**src/rtl/xmm_writeback_arbiter.sv**
```systemverilog
// XMM register-file write-port arbiter: fixed priority FPU > MEM > ALU with aging boost for
// MEM/ALU, write-source select generation and a per-register pending-write scoreboard.
module xmm_writeback_arbiter #(
  parameter int unsigned ADDR_WIDTH   = 5,
  parameter int unsigned STARVE_LIMIT = 7
) (
  input  logic                      clk,
  input  logic                      reset,

  input  logic                      alu_valid,
  input  logic [1:0]                alu_kind,
  input  logic [ADDR_WIDTH-1:0]     alu_addr,
  output logic                      alu_ready,

  input  logic                      mem_valid,
  input  logic [ADDR_WIDTH-1:0]     mem_addr,
  output logic                      mem_ready,

  input  logic                      fpu_valid,
  input  logic [ADDR_WIDTH-1:0]     fpu_addr,
  output logic                      fpu_ready,

  input  logic                      issue_en,
  input  logic [ADDR_WIDTH-1:0]     issue_addr,

  output logic                      wb_en,
  output logic [ADDR_WIDTH-1:0]     wb_addr,
  output logic [2:0]                wb_src,
  output logic [(2**ADDR_WIDTH)-1:0] xmm_busy,
  output logic                      overlap_err
);

  localparam int unsigned NREG  = 2**ADDR_WIDTH;
  localparam logic [3:0]  Limit = 4'(STARVE_LIMIT);

  localparam logic [2:0] SrcNone = 3'b000;
  localparam logic [2:0] SrcMem  = 3'b100;
  localparam logic [2:0] SrcFpu  = 3'b110;
  localparam logic [2:0] SrcFp32 = 3'b010;

  logic [3:0]      mem_age_q, mem_age_d;
  logic [3:0]      alu_age_q, alu_age_d;
  logic [NREG-1:0] busy_q, busy_d;
  logic            overlap_q, overlap_d;

  logic mem_boost, alu_boost;
  logic grant_fpu, grant_mem, grant_alu;

  // Arbitration; nothing is accepted while reset is held.
  always_comb begin
    mem_boost = mem_valid && (mem_age_q == Limit);
    alu_boost = alu_valid && (alu_age_q == Limit);
    grant_fpu = 1'b0;
    grant_mem = 1'b0;
    grant_alu = 1'b0;
    if (reset) begin
      grant_fpu = 1'b0;
    end else if (mem_boost) begin
      grant_mem = 1'b1;
    end else if (alu_boost) begin
      grant_alu = 1'b1;
    end else if (fpu_valid) begin
      grant_fpu = 1'b1;
    end else if (mem_valid) begin
      grant_mem = 1'b1;
    end else if (alu_valid) begin
      grant_alu = 1'b1;
    end
  end

  assign fpu_ready = grant_fpu;
  assign mem_ready = grant_mem;
  assign alu_ready = grant_alu;
  assign wb_en     = grant_fpu | grant_mem | grant_alu;

  always_comb begin
    wb_addr = '0;
    wb_src  = SrcNone;
    unique case ({grant_fpu, grant_mem, grant_alu})
      3'b100: begin
        wb_addr = fpu_addr;
        wb_src  = SrcFpu;
      end
      3'b010: begin
        wb_addr = mem_addr;
        wb_src  = SrcMem;
      end
      3'b001: begin
        wb_addr = alu_addr;
        // Illegal kind 2'b11 is folded onto the fp32 source.
        wb_src  = (alu_kind == 2'b11) ? SrcFp32 : {1'b0, alu_kind};
      end
      default: begin
        wb_addr = '0;
        wb_src  = SrcNone;
      end
    endcase
  end

  // Age counters: count losing cycles while valid, saturating at the limit.
  always_comb begin
    mem_age_d = mem_age_q;
    if (!mem_valid || grant_mem) begin
      mem_age_d = 4'd0;
    end else if (mem_age_q < Limit) begin
      mem_age_d = mem_age_q + 4'd1;
    end

    alu_age_d = alu_age_q;
    if (!alu_valid || grant_alu) begin
      alu_age_d = 4'd0;
    end else if (alu_age_q < Limit) begin
      alu_age_d = alu_age_q + 4'd1;
    end
  end

  // Scoreboard: a new issue outranks a same-cycle writeback to the same register.
  always_comb begin
    busy_d = busy_q;
    if (wb_en) begin
      busy_d[wb_addr] = 1'b0;
    end
    if (issue_en) begin
      busy_d[issue_addr] = 1'b1;
    end
    overlap_d = overlap_q | (issue_en & busy_q[issue_addr]);
  end

  always_ff @(posedge clk or posedge reset) begin
    if (reset) begin
      mem_age_q <= 4'd0;
      alu_age_q <= 4'd0;
      busy_q    <= '0;
      overlap_q <= 1'b0;
    end else begin
      mem_age_q <= mem_age_d;
      alu_age_q <= alu_age_d;
      busy_q    <= busy_d;
      overlap_q <= overlap_d;
    end
  end

  assign xmm_busy    = busy_q;
  assign overlap_err = overlap_q;

endmodule

```
**config.mk**
```make
export PLATFORM = sky130hd
export DESIGN_NAME = xmm_writeback_arbiter
export DESIGN_NICKNAME = d
export VERILOG_FILES = /design/src/rtl/xmm_writeback_arbiter.sv
export SDC_FILE = /design/constraint.sdc
export NUM_CORES = 1
export LEC_CHECK = 0
export CAP_MARGIN = 20
export CORE_UTILIZATION = 51
export DETAILED_ROUTE_END_ITERATION = 16
export GPL_ROUTABILITY_DRIVEN = 0
export PLACE_DENSITY_LB_ADDON = 0.1
export SYNTH_ARGS = -nofsm -noshare
export SYNTH_HDL_FRONTEND = slang
export SYNTH_SLANG_ARGS = --single-unit
```
**constraint.sdc**
```tcl
create_clock -name clk -period 4.8 [get_ports clk]
set_input_delay 0.48 -clock clk [delete_from_list [all_inputs] [get_ports clk]]
set_output_delay 0.48 -clock clk [all_outputs]
set_load 0.02 [all_outputs]
```
==> impl_metrics.json <==
{
  "pwr-share-seq_pct": 39.4,
  "drv_slew": 0,
  "die_h_um": 71.1,
  "grtUsageTotal_pct": 27.8,
  "synth_edf_count": 0,
  "grt_pass1_wl_mm": 10.6,
  "irDropWorstVdd_mv": 0.242,
  "clockRootBuffer": "clkbuf_8",
  "worst-endpoint-required_ps": 4320,
  "dr_wl_met2_mm": 3.13,
  "slew-limit-headroom_pct": 31.0,
  "pwr-share-clk_pct": 22.5,
  "numCtsBuffers": 5,
  "cp_max_fo": 12,
  "synth_top_flop_cell": "dfrtp_1",
  "pwr-share-comb_pct": 38.2,
  "fin_crit_sh_pct": 73.7,
  "cp.depth": 6,
  "syn-num-nets": 281,
  "worstPathArrival_ps": 3060,
  "initial_core_util_pct": 54.5,
  "post-cts-setup-buffers": 0,
  "fin_nets": 354,
  "finalSetupViolCount": 0,
  "syn_inst": 251,
  "routed-via-count": 2304,
  "tns_ps": 0,
  "remaining_drc_errors": 2,
  "synth_compound_gate_area_share_pct": 21.0,
  "cp_top_family": "buffers and inverters",
  "synthAdderAreaFrac_pct": 1.03,
  "n_antenna_cell": 0,
  "post_drt_wl_per_cell_um": 17.9,
  "ctsResizeCount": 0,
  "path_common_cell": "clkdlybuf4s50_1",
  "place_ws_ps": 1290,
  "ys_types": 46,
  "cts_tree": "built",
  "drtIter0Drc": 232,
  "clk_latency_ps": 300,
  "dieArea_um2": 5060,
  "p_leak_nw": 1.37,
  "grt_antenna_before_repair": 0,
  "cpMaxStageDelayCell": "clkdlybuf4s50_1",
  "max-cap-violations": 0,
  "synth_top_family_by_area": "simple AND/OR/NAND/NOR gates",
  "worst-path-buf-inv": 4,
  "path_cells": "clkdlybuf4s50_1, inv_1, a32o_1, a221oi_4, clkinv_2, clkdlybuf4s50_1",
  "swShare_pct": 34.2,
  "port_buffers": 72,
  "fp.dieW_um": 71.1,
  "avgSynthCellArea_um2": 9.71,
  "wl_met1_mm": 2.91,
  "whs_path_depth": 1,
  "avgViaCountPerCell": 6.13,
  "postCtsHoldBufs": 0,
  "synth_xor_area_share_pct": 0.719,
  "ios": 73,
  "ant_nets": 0,
  "top_layer_used": "met4",
  "gr-total-overflow": 0,
  "core_area_um2": 4470,
  "syn-cell-area_um2": 2440,
  "r2r_cells": 7,
  "skew_ps": 13.3,
  "synth_mux_area_share_pct": 8.21,
  "max_freq_mhz": 283,
  "violations": "DRC",
  "fin_crit_ps": 3540,
  "ys_async_sr_fraction_pct": 100,
  "seq_area_frac_synth_pct": 42.1,
  "worst_slack_ps": 1260,
  "cts.sinks": 41,
  "worstSetupStartpointType": "input port",
  "clk_path_buf_depth": 2,
  "grt_max_degree": 42,
  "drive_above_1_share_pct": 9.57,
  "final_hold_viol_count": 0,
  "status": "complete, but fails checks",
  "clkTransAtPathRegs_ps": 80,
  "htreeDepth": 2,
  "tightestPinTransition_ps": 1030,
  "synth-warning-count": 0,
  "wl_mm": 6.72,
  "area_growth_pct": 35.6,
  "synthSimpleGateAreaFrac_pct": 24.4,
  "regToRegSetupSlack_ps": 2100,
  "hpwl_mm": 4.95,
  "grt_pass1_vias": 2183,
  "first_pass_iters": 10,
  "wl_met3_um": 595,
  "rsz0062_at_grt": "no",
  "power.internal_w": 0.000799,
  "worst-setup-path-type": "input port to output pin",
  "cp_slowest_stage_delay_ps": 730,
  "power_density_nw_per_um2": 367,
  "end_kind": "output pin",
  "rows": 24,
  "switchingPower_w": 0.000415,
  "synth_seq_cells": 41,
  "hp-class": "register to register"
}
[per-layer routing]
layer,up-vias,GRT usage (%)
met3,11,8.83
li1,1071,-
met1,1112,37.7
met5,-,0
met4,0,8.89
met2,110,42.8
[cell usage in the layout (no fill, tap or decap), types with 6 or more instances in the layout]
cell / instances
nand2_1: 55
clkdlybuf4s50_1: 72
mux4_2: 8
o31ai_1: 10
a21oi_1: 8
dfrtp_1: 41
nand3_1: 6
nor2_1: 12
o21ai_0: 30
[metrics by stage]
step	total power (W)	hold slack (ps)	util (%)	instance area (um2)	std cells
floorplan	0.000718	511	-	2440	251
global placement	0.000938	446	71.5	3200	369
detailed placement	0.000944	446	71.5	3200	369
CTS	0.00121	470	73.9	3300	376
global route	0.00127	479	73.9	3300	376
finish	0.00121	465	73.9	3300	376
[power groups by stage]
stage / Clock, W / Sequential (W) / Combinational (W)
5_1_grt: 0.000289 / 0.000488 / 0.000495
3_3_place_gp: 0 / 0.000482 / 0.000456
4_1_cts: 0.000273 / 0.000477 / 0.000463
6_report: 0.000273 / 0.000478 / 0.000463
3_5_place_dp: 0 / 0.000483 / 0.000461
2_1_floorplan: 0 / 0.000557 / 0.000161
[kinds of logic (layout without fill, tap and decap cells)]
logic type                 count (synthesis)  in the layout
and+or+nand+nor                          113            113
AOI/OAI and AO/OA                         69             69
DFF                                       41             41
buffers and inverters                     14             87
muxes                                     10             10
adders and majority gates                  2              2
xor gates and xnor gates                   2              2
[registers in the layout (all words and copies together) (netlist names)]
register / count
xmm_busy: 32
alu_age_q: 4
overlap_err: 1
mem_age_q: 4
[worst paths after layout]
path	start	to
max in group asynchronous	reset	xmm_busy[11]
min in group asynchronous	reset	xmm_busy[25]
hold / removal	overlap_err	overlap_err
setup reg to reg	alu_age_q[0]	xmm_busy[21]
hold reg to reg	overlap_err	overlap_err
setup / recovery	reset	wb_addr[3]
[Yosys cell counts (3+ instances only)]
| cell | count | area share [%] |
|---|---|---|
| nand3_1 | 6 | 1.2 |
| nor3b_1 | 4 | 1.2 |
| a21oi_1 | 8 | 1.6 |
| and3b_1 | 4 | 1.4 |
| o21ai_0 | 30 | 6.2 |
| dfrtp_1 | 41 | 42 |
| nor4b_1 | 3 | 1.1 |
| nand2_1 | 55 | 8.5 |
| or2_2 | 3 | 0.77 |
| o31ai_1 | 10 | 3.1 |
| and3_1 | 4 | 1.0 |
| clkbuf_1 | 3 | 0.46 |
| inv_1 | 4 | 0.62 |
| mux4_2 | 8 | 7.4 |
| nand4_1 | 5 | 1.3 |
| buf_2 | 3 | 0.62 |
| nor2_1 | 12 | 1.8 |
| nand2b_1 | 5 | 1.3 |
[layout make-up]
class,count,area [um2]
timing repair buffer,73,728
inverter,7,30.0
multi-input combinational,196,1350
sequential,41,1030
clock inverter,2,35.0
tap,52,65.1
fill,354,1170
clock buffer,5,68.8
[worst register-to-register path, cell delays in order (launching register included)]
cell      delay, ps
dfrtp_1         390
ha_1            290
nand4b_4        210
a32o_1          460
a221oi_4        530
nand3_1         320
o31ai_1         260
o21ai_0         120
Power figures use the tool's default switching activity.
